[config.mk]
export PLATFORM = sky130hd
export DESIGN_NAME = uart_tx_arbiter
export DESIGN_NICKNAME = d
export VERILOG_FILES = /design/src/rtl/uart_tx_arbiter.sv
export SDC_FILE = /design/constraint.sdc
export NUM_CORES = 1
export LEC_CHECK = 0
export ABC_AREA = 1
export ABC_CLOCK_PERIOD_IN_PS = 2800
export CORE_MARGIN = 4
export CORE_UTILIZATION = 30
export DETAILED_ROUTE_END_ITERATION = 6
export GPL_TIMING_DRIVEN = 0
export HOLD_SLACK_MARGIN = 0.12
export PLACE_DENSITY = 0.55
export SETUP_SLACK_MARGIN = 0.5
export SLEW_MARGIN = 30
export SYNTH_ARGS = -nofsm -noshare
export SYNTH_HDL_FRONTEND = slang
export SYNTH_SLANG_ARGS = --single-unit
export TNS_END_PERCENT = 1
[constraint.sdc]
create_clock -name clk -period 2.8 [get_ports clk]
set_input_delay 0.84 -clock clk [delete_from_list [all_inputs] [get_ports clk]]
set_output_delay 0.84 -clock clk [all_outputs]
set_load 0.01 [all_outputs]
[src/rtl/uart_tx_arbiter.sv]
// Packet-level round-robin arbiter that merges N_REQ byte streams onto one uart_tx input.
// A grant is held for a whole packet (or until the requester stalls past IDLE_TIMEOUT).
module uart_tx_arbiter #(
  parameter int unsigned N_REQ        = 4,
  parameter int unsigned IDLE_TIMEOUT = 2700000
) (
  input  logic                 clk,
  input  logic                 rstn,
  input  logic [N_REQ-1:0]     i_tvalid,
  output logic [N_REQ-1:0]     i_tready,
  input  logic [8*N_REQ-1:0]   i_tdata,
  input  logic [N_REQ-1:0]     i_tlast,
  output logic                 o_tvalid,
  input  logic                 o_tready,
  output logic [7:0]           o_tdata,
  output logic                 o_tlast,
  output logic                 o_grant_valid,
  output logic [2:0]           o_grant_id,
  output logic                 o_timeout
);

  typedef enum logic [0:0] {StIdle, StXfer} state_e;

  localparam logic [31:0] TimeoutM1 = IDLE_TIMEOUT - 32'd1;

  state_e      r_state, w_state_nxt;
  logic [2:0]  r_gid, w_gid_nxt;
  logic [2:0]  r_last, w_last_nxt;
  logic [31:0] r_cnt, w_cnt_nxt;
  logic        r_tvalid, w_tvalid_nxt;
  logic [7:0]  r_tdata, w_tdata_nxt;
  logic        r_tlast, w_tlast_nxt;
  logic        r_timeout, w_timeout_nxt;

  // Zero-padded to 8 requesters so a 3-bit id indexes them without width games.
  logic [7:0]  w_valid_pad;
  logic [7:0]  w_last_pad;
  logic [63:0] w_data_pad;

  logic        w_load_ok;
  logic        w_sel_valid;
  logic        w_sel_last;
  logic [7:0]  w_sel_data;
  logic        w_accept;
  logic        w_expire;
  logic        w_found;
  logic [2:0]  w_pick;
  logic [3:0]  w_sum;

  assign w_valid_pad = 8'(i_tvalid);
  assign w_last_pad  = 8'(i_tlast);
  assign w_data_pad  = 64'(i_tdata);

  assign w_load_ok   = !r_tvalid || o_tready;
  assign w_sel_valid = w_valid_pad[r_gid];
  assign w_sel_last  = w_last_pad[r_gid];
  assign w_sel_data  = w_data_pad[{r_gid, 3'b000} +: 8];
  assign w_accept    = (r_state == StXfer) && w_sel_valid && w_load_ok;

  // The counter only advances while the granted source itself has nothing to offer.
  assign w_expire = (IDLE_TIMEOUT != 0) && (r_state == StXfer) && !w_sel_valid &&
                    ((r_cnt + 32'd1) >= TimeoutM1);

  // Round-robin search starting just after the previous grant.
  always_comb begin
    w_found = 1'b0;
    w_pick  = 3'd0;
    w_sum   = 4'd0;
    for (int i = 1; i <= int'(N_REQ); i++) begin
      w_sum = {1'b0, r_last} + 4'(i);
      if (w_sum >= 4'(N_REQ)) w_sum = w_sum - 4'(N_REQ);
      if (!w_found && w_valid_pad[w_sum[2:0]]) begin
        w_found = 1'b1;
        w_pick  = w_sum[2:0];
      end
    end
  end

  always_comb begin
    i_tready = '0;
    for (int k = 0; k < int'(N_REQ); k++) begin
      i_tready[k] = (r_state == StXfer) && (r_gid == 3'(k)) && w_load_ok;
    end
  end

  always_comb begin
    w_state_nxt   = r_state;
    w_gid_nxt     = r_gid;
    w_last_nxt    = r_last;
    w_cnt_nxt     = r_cnt;
    w_timeout_nxt = 1'b0;
    w_tvalid_nxt  = r_tvalid;
    w_tdata_nxt   = r_tdata;
    w_tlast_nxt   = r_tlast;

    if (r_tvalid && o_tready) w_tvalid_nxt = 1'b0;

    unique case (r_state)
      StIdle: begin
        if (w_found) begin
          w_state_nxt = StXfer;
          w_gid_nxt   = w_pick;
          w_cnt_nxt   = 32'd0;
        end
      end
      StXfer: begin
        if (w_accept) begin
          w_tvalid_nxt = 1'b1;
          w_tdata_nxt  = w_sel_data;
          w_tlast_nxt  = w_sel_last;
          w_cnt_nxt    = 32'd0;
          if (w_sel_last) begin
            w_state_nxt = StIdle;
            w_last_nxt  = r_gid;
          end
        end else if (!w_sel_valid) begin
          if (w_expire) begin
            w_state_nxt   = StIdle;
            w_last_nxt    = r_gid;
            w_timeout_nxt = 1'b1;
          end else begin
            w_cnt_nxt = r_cnt + 32'd1;
          end
        end
      end
      default: w_state_nxt = StIdle;
    endcase
  end

  always_ff @(posedge clk or negedge rstn) begin
    if (!rstn) begin
      r_state   <= StIdle;
      r_gid     <= 3'd0;
      r_last    <= 3'(N_REQ - 1);
      r_cnt     <= 32'd0;
      r_tvalid  <= 1'b0;
      r_tdata   <= 8'd0;
      r_tlast   <= 1'b0;
      r_timeout <= 1'b0;
    end else begin
      r_state   <= w_state_nxt;
      r_gid     <= w_gid_nxt;
      r_last    <= w_last_nxt;
      r_cnt     <= w_cnt_nxt;
      r_tvalid  <= w_tvalid_nxt;
      r_tdata   <= w_tdata_nxt;
      r_tlast   <= w_tlast_nxt;
      r_timeout <= w_timeout_nxt;
    end
  end

  assign o_tvalid      = r_tvalid;
  assign o_tdata       = r_tdata;
  assign o_tlast       = r_tlast;
  assign o_grant_valid = (r_state == StXfer);
  assign o_grant_id    = r_gid;
  assign o_timeout     = r_timeout;

endmodule

After elaboration in Yosys (flattened, before gate mapping)
Cells that the tools add are included.
- input bits: 43
- flip-flop bits (word level): 50
- output and inout bits: 19
- eq/ne operators: 8
- shift operators: 1
- order comparisons: 10
- bitwise gates (word level): 1
- mux-type cells: 46
- add/sub/neg operators: 9
- reductions and logical operators: 28
- operators with widths (kind ; number):
    32-bit two-way mux ; 4
    32-bit one-hot mux with 2 select lines ; 1
    64-bit by 7-bit indexed part select with 8-bit output ; 1
    3-bit two-way mux ; 12
    32-bit by 1-bit adder with 32-bit output, second input constant ; 1
    32-bit by 22-bit greater-or-equal comparator with 1-bit output, second input constant ; 1
    1-bit two-way mux ; 22
    3-bit by 4-bit < comparator with 1-bit output, second input constant ; 5
    1-bit binary-select mux with 3-bit select ; 6
    4-bit by 3-bit greater-or-equal comparator with 1-bit output, second input constant ; 4
    1-bit logical AND ; 16
    3-bit subtractor, second input constant ; 4
    3-bit by 2-bit adder with 4-bit output, second input constant ; 2
    3-bit by 2-bit == test with 1-bit output, second input constant ; 2
    1-bit logical NOT ; 5
    3-bit by 1-bit adder with 4-bit output, second input constant ; 1
    3-bit by 3-bit adder with 4-bit output, second input constant ; 1
    2-bit != test, second input constant ; 2
    2-bit AND reduction ; 2
    4-bit AND reduction ; 1
    3-bit by 1-bit == test with 1-bit output, second input constant ; 1
    3-bit logical NOT ; 1
    3-bit by 2-bit != test with 1-bit output, second input constant ; 1
    3-bit != test, second input constant ; 1
    6 further kinds ; 6

Longest topological paths before layout
Gate-level depths: netlist (run 1).
- word-level depth: 17
- mapped depth: 19
- gate-level depth less buffers: 18

Least setup slack after synthesis (run 1)
Ideal clock, no wire load.
- kind: register -> register
- start: reg r_last[1]
- end: reg r_cnt[31]
- path slack: 290 ps
- buffers on the path: 2
- arrival time: 2380 ps
- data required time: 2670 ps
- setup time: 130 ps
- cell stages (with the launch flop): 13
- cell sequence: dfstp_2 -> clkbuf_1 -> inv_1 -> ha_1 -> o21ai_0 -> nand2_1 -> nand2_1 -> inv_1 -> nand3_1 -> nor2_1 -> o22ai_1 -> buf_2 -> a21oi_1
- longest elaborated chain between the ends: 17
- elaborated cells on any way between the ends: 36
- classes of those cells: add/sub (8); order compare (4); eq/ne (1); mux (16); reduce/logical (7)
- ends and longest elaborated chain (item ; RTL line ; RTL):
    from (decl) ; 28 ; logic [2:0] r_last, w_last_nxt;
    from (signal assigned) ; 134 ; r_last <= 3'(N_REQ - 1);
    from (signal assigned) ; 143 ; r_last <= w_last_nxt;
    3-bit by 1-bit adder with 4-bit output ; 70 ; w_sum = {1'b0, r_last} + 4'(i);
    4-bit by 3-bit greater-or-equal comparator with 1-bit output or 3-bit subtractor (tied branches) ; 71 ; if (w_sum >= 4'(N_REQ)) w_sum = w_sum - 4'(N_REQ);
    3-bit two-way mux ; 71 ;
    1-bit binary-select mux with 3-bit select ; 72 ; if (!w_found && w_valid_pad[w_sum[2:0]]) begin
    1-bit two-way mux (not written as such) ; 72 ;
    1-bit two-way mux ; 72 ;
    1-bit logical NOT ; 72 ;
    1-bit logical AND ; 72 ;
    1-bit two-way mux ; 72 ;
    1-bit logical NOT ; 72 ;
    1-bit logical AND ; 72 ;
    1-bit two-way mux ; 72 ;
    1-bit logical NOT ; 72 ;
    1-bit logical AND ; 72 ;
    1-bit two-way mux (*) ; 72 ;
    2-bit != test (no line) (*) ; n/a ;
    3-bit AND reduction (no line) (*) ; n/a ;
    to (signal assigned) ; 144 ; r_cnt <= w_cnt_nxt;
    to (decl) ; 29 ; logic [31:0] r_cnt, w_cnt_nxt;
Mark *: on every way between the ends. The rest lies on a longest branch, timed or not. The select of a mux whose other input is x is not followed.
A chain may end at the register's enable or synchronous reset.

Final worst setup path (run 1)
- start: reg r_cnt[1]
- end: reg r_cnt[15]
- longest elaborated chain between the ends: 5
- elaborated cells on any way between the ends: 9
- classes of those cells: add/sub (1); order compare (1); eq/ne (1); mux (4); reduce/logical (2)
- ends and longest elaborated chain (item ; RTL line):
    32-bit by 1-bit adder with 32-bit output (*) ; 62, 122
    32-bit by 22-bit greater-or-equal comparator with 1-bit output or 32-bit two-way mux (tied branches) ; 62, 117
    1-bit logical AND or 32-bit two-way mux (tied branches) ; 61, 116
    3-bit != test (no line) or 32-bit two-way mux (tied branches) ; n/a
    3-bit AND reduction (no line) or 32-bit one-hot mux with 2 select lines (tied branches) ; n/a
Marks and branches as above.

==> results.md, run 1 <==
- The run finished with clean final reports.
- The total vias in the final route is about 4300.
- The count of pins over their slew limit came to 0.
- Dividing total power by cell area gives a power density of 664 nW/µm².
- The clock tree buffer depth is 2.
- CTS saw 50 sinks.
- Across the run, the number of max-cap violations was 0.
- The first global-routing pass estimated 20100 µm of wire.
- For the finished layout, the period the worst path requires is roughly 2.4 ns.
- For this configuration, the core starts out at a cell density of 0.312.
- The cell count after synthesis came out at 612.
- The residual antenna-violating net count after detailed routing is 0.
- The post-detailed-route DRC marker count is 0.
- The detailed router finished its first iteration with approximately 230 violations.
- The count of cell types in the netlist is 33.
- The worst slew margin relative to its limit is 0.714.
- The largest individual stage delay along the critical path comes from the cell sky130_fd_sc_hd__dfrtp_2.
- Using the TritonRoute via totals, the vias-per-cell ratio works out to about 4.7.
- In the final routed layout, each cell accounts on average for about 14 µm.
- At the pin with the least slew margin, the transition time is between 0.4 and 0.5 ns.
- The final worst setup slack is 0.395 ns.
- The maximum frequency from static timing analysis is 416 MHz.
- For this run, the number of Yosys warnings is 0.
- The met3 wire length is between 700 and 800 µm.
- The met2 layer wire length in the routed design is between 6000 and 7000 µm.
- Clock-pin slew was measured on the worst setup and hold paths at about 0.080 ns.
- Setup violations remaining at the end of the flow were counted as 0.
- The number of antenna violations at the first check in global routing was 0.
- Measured on the finished design, the core utilization comes to 0.482.
- The final clock period utilization by the worst path is 0.859.
- The highest layer touched by signal routing is met4.
- The clock tree from TritonCTS is built.
- Together, buffers and inverters on the worst path number 3.
- The total number of placement rows is 40.
- The critical path goes through buf_6, nand2_4, nor2_4, nand2_4, nor2_8, nand2_2, nand2_1, nand3_1, nor2_1, nand3_1, nand2_2, nand3_2, nand2_2, nand2_4, buf_8, clkbuf_16, nand3_2, nand2_1.
- The wire length reported by the detailed router is ~13000 µm.
- The instance area at placement is between 4000 and 5000 µm².
- The number of nets produced by synthesis is around 660.
- Grouping stages by cell kind, the critical path spends the most delay in simple AND/OR/NAND/NOR gates.
- The startpoint kind of the worst setup timing path is a flip-flop.
- The leading cell type in the layout, fill and taps excluded is sky130_fd_sc_hd__nand2_1.
- The endpoint class of the critical path is a flip-flop.
- The maximum fanout along the worst path is 6.
- The HPWL after detailed placement is ~8500 µm.
- The largest net degree at the start of global routing is 34.
- The first TritonRoute pass finished after 4 iterations.
- The number of hold violations in the final report is 0.
- The data arrival time of the critical path is between 2 and 3 ns.
- The global router's overall resource usage is 0.166.
- In this run the mean area of a mapped cell was between 6 and 7 µm².
- Once layout is complete, the cells apart from fillers number roughly 910.
- In the final layout, the share of cells above drive strength 1 is 0.310.
- The die outline width is roughly 120 µm.
- The number of top-level pins is 62.
- In this run the vertical extent of the chip is 121 µm.
- The number of hold buffers added after CTS was 0.
- The synthesized flop and latch total is 50.
- IR analysis of the VDD net gives a maximum drop of between 0.0004 and 0.0005 V.
- The total leakage power is roughly 0.0028 µW.
- The data required time of the worst path is just under 3 ns.
- The core region is approximately 12000 µm².
- Setup repair after global routing could not meet its margin everywhere.
- The number of CTS-inserted buffers is 5.
- The die covers roughly 15000 µm².
- For this block, wires on met1 add up to around 5500 µm.
- The netlist area before placement is 3800 µm².
- The residual overflow from global routing is 0.
- The delay of the slowest critical-path stage is 0.42 ns.
- The antenna diode count is 0.
- The number of placed instances with taps included is between 800 and 900.
- The total area of sequential cells is ~1300 µm².
- In the final design database the tool counted between 700 and 800 nets.
- The post-route clock skew is ~0.0096 ns.
- The worst hold path belongs to the class in -> async.
- The H-tree depth reported by CTS is 2.
- In the layout the commonest cells are 230 x sky130_fd_sc_hd__nand2_1, 59 x sky130_fd_sc_hd__nor2_1, 54 x sky130_fd_sc_hd__buf_4.
- The number of global-route vias before repair is ~4300.
- The total of fill cells in the finished design is 1233.
- At the end of routability-driven placement, the weighted congestion stood at just under 0.9.
- The total of buffers placed on input and output ports is 61.
- In the final timing run, aggregate negative setup slack is 0 ns.
- The tree is rooted in a sky130_fd_sc_hd__clkbuf_16.
- The post-placement worst setup slack is -0.403 ns.
- The post-synthesis to final-layout area growth is 54.8%.
- The multi-input combinational cells in the finished layout cover a total of roughly 2700 µm².
- The register area share after synthesis is 0.329.
- The area of all placed cells without fillers is just under 6000 µm².
- The type of the setup path with the least slack is reg -> reg.
- The clock reaches the later pin of the worst-skew pair after around 0.3 ns.
[per-layer routing]
layer	GRT usage	vias to the layer above
li1	-	2191
met1	0.211	1979
met2	0.287	127
met3	0.0407	23
met4	0.0340	0
met5	0	-
[path summary, 6_finish.rpt]
| check | start | end | slack, ns | depth (start not counted) |
|---|---|---|---|---|
| setup / recovery | r_cnt[1]$_DFFE_PN0P_ | r_cnt[15]$_DFFE_PN0P_ | 0.40 | 18 |
| hold / removal | rstn | r_cnt[28]$_DFFE_PN0P_ | 0.41 | 1 |
| setup reg to reg | r_cnt[1]$_DFFE_PN0P_ | r_cnt[15]$_DFFE_PN0P_ | 0.40 | 18 |
| hold reg to reg | o_tdata[4]$_DFFE_PN0P_ | o_tdata[4]$_DFFE_PN0P_ | 0.49 | 2 |
| max in group asynchronous | rstn | r_last[1]$_DFFE_PN1P_ | 1.88 | 2 |
| min in group clk | o_tdata[4]$_DFFE_PN0P_ | o_tdata[4]$_DFFE_PN0P_ | 0.49 | 2 |
[what timing repair did]
item                                    in CTS  in global routing
resized for setup                          109                 93
endpoints found under the setup margin      44                 53
setup buffers                               27                 27
pin swaps                                   13                 47
cloned                                       3                  4
[sequential cells by signal, indices dropped and copies added (netlist names)]
| register | cells |
|---|---|
| o_timeout | 1 |
| r_last | 3 |
| o_tvalid | 1 |
| o_tdata | 8 |
| r_cnt | 32 |
| o_grant_valid | 1 |
| o_grant_id | 3 |
| o_tlast | 1 |
[metrics by stage]
stage               power [µW]  hold slack, ns
global route              4190           0.429
floorplan                 1990           0.492
CTS                       3720           0.419
detailed placement        2600           0.469
global placement          2570           0.462
finish                    3910           0.408
[synthesized netlist by cell type]
| cell | number | area share |
|---|---|---|
| sky130_fd_sc_hd__a21oi_1 | 7 | 0.0092 |
| sky130_fd_sc_hd__a21oi_2 | 9 | 0.021 |
| sky130_fd_sc_hd__a22oi_1 | 1 | 0.0020 |
| sky130_fd_sc_hd__and2_0 | 1 | 0.0016 |
| sky130_fd_sc_hd__buf_2 | 5 | 0.0066 |
| sky130_fd_sc_hd__buf_4 | 2 | 0.0039 |
| sky130_fd_sc_hd__buf_6 | 4 | 0.012 |
| sky130_fd_sc_hd__clkbuf_1 | 6 | 0.0059 |
| sky130_fd_sc_hd__clkinv_1 | 3 | 0.0030 |
| sky130_fd_sc_hd__dfrtp_1 | 48 | 0.32 |
| sky130_fd_sc_hd__dfstp_2 | 2 | 0.014 |
| sky130_fd_sc_hd__ha_1 | 4 | 0.013 |
| sky130_fd_sc_hd__inv_1 | 55 | 0.054 |
| sky130_fd_sc_hd__nand2_1 | 259 | 0.26 |
| sky130_fd_sc_hd__nand2_2 | 8 | 0.013 |
| sky130_fd_sc_hd__nand3_1 | 54 | 0.071 |
| sky130_fd_sc_hd__nand3_2 | 2 | 0.0053 |
| sky130_fd_sc_hd__nand3b_1 | 2 | 0.0039 |
| sky130_fd_sc_hd__nand4_1 | 17 | 0.028 |
| sky130_fd_sc_hd__nor2_1 | 85 | 0.084 |
| sky130_fd_sc_hd__nor2_2 | 2 | 0.0033 |
| sky130_fd_sc_hd__nor2_4 | 5 | 0.015 |
| sky130_fd_sc_hd__nor2_8 | 1 | 0.0053 |
| sky130_fd_sc_hd__nor3_1 | 3 | 0.0039 |
| sky130_fd_sc_hd__o2111ai_1 | 1 | 0.0023 |
| sky130_fd_sc_hd__o211ai_1 | 3 | 0.0059 |
| sky130_fd_sc_hd__o21ai_0 | 8 | 0.011 |
| sky130_fd_sc_hd__o21ai_1 | 1 | 0.0013 |
| sky130_fd_sc_hd__o21bai_1 | 2 | 0.0039 |
| sky130_fd_sc_hd__o22ai_1 | 2 | 0.0033 |
| sky130_fd_sc_hd__o311ai_0 | 1 | 0.0023 |
| sky130_fd_sc_hd__xnor2_1 | 6 | 0.014 |
| sky130_fd_sc_hd__xor2_1 | 3 | 0.0069 |
[logic make-up (layout without fill, tap and decap cells)]
group                    Yosys count  in the layout  share of synthesized area
AND/OR/NAND/NOR                  439            441                      0.490
AO/OA/AOI/OAI                     35             35                     0.0615
XOR/XNOR                           9              9                     0.0207
flip-flops                        50             50                      0.329
adder cells (fa/ha/maj)            4              4                     0.0132
buffers and inverters             75            204                     0.0855
[layout make-up]
| type | instances | share of cell area |
|---|---|---|
| Inverter | 58 | 0.0374 |
| Timing Repair Buffer | 121 | 0.191 |
| Buffer | 17 | 0.0310 |
| Sequential cell | 50 | 0.216 |
| Clock buffer | 5 | 0.0212 |
| Multi-Input combinational cell | 489 | 0.463 |
| Clock inverter | 3 | 0.00382 |
| Tap cell | 168 | 0.0357 |
[report_power, final]
group | internal [µW] | switching, µW
clock | 337 | 302
combinational | 1010 | 1270
sequential | 869 | 117
total | 2220 | 1690
(Power assumes the default switching activity.)
==> inputs of run 2 (changes only) <==
Settings changed: CTS_BUF_LIST set to sky130_fd_sc_hd__clkbuf_16.
==> results of run 2 <==
No change in the layout: final DEF, timing and power equal those of run 1.
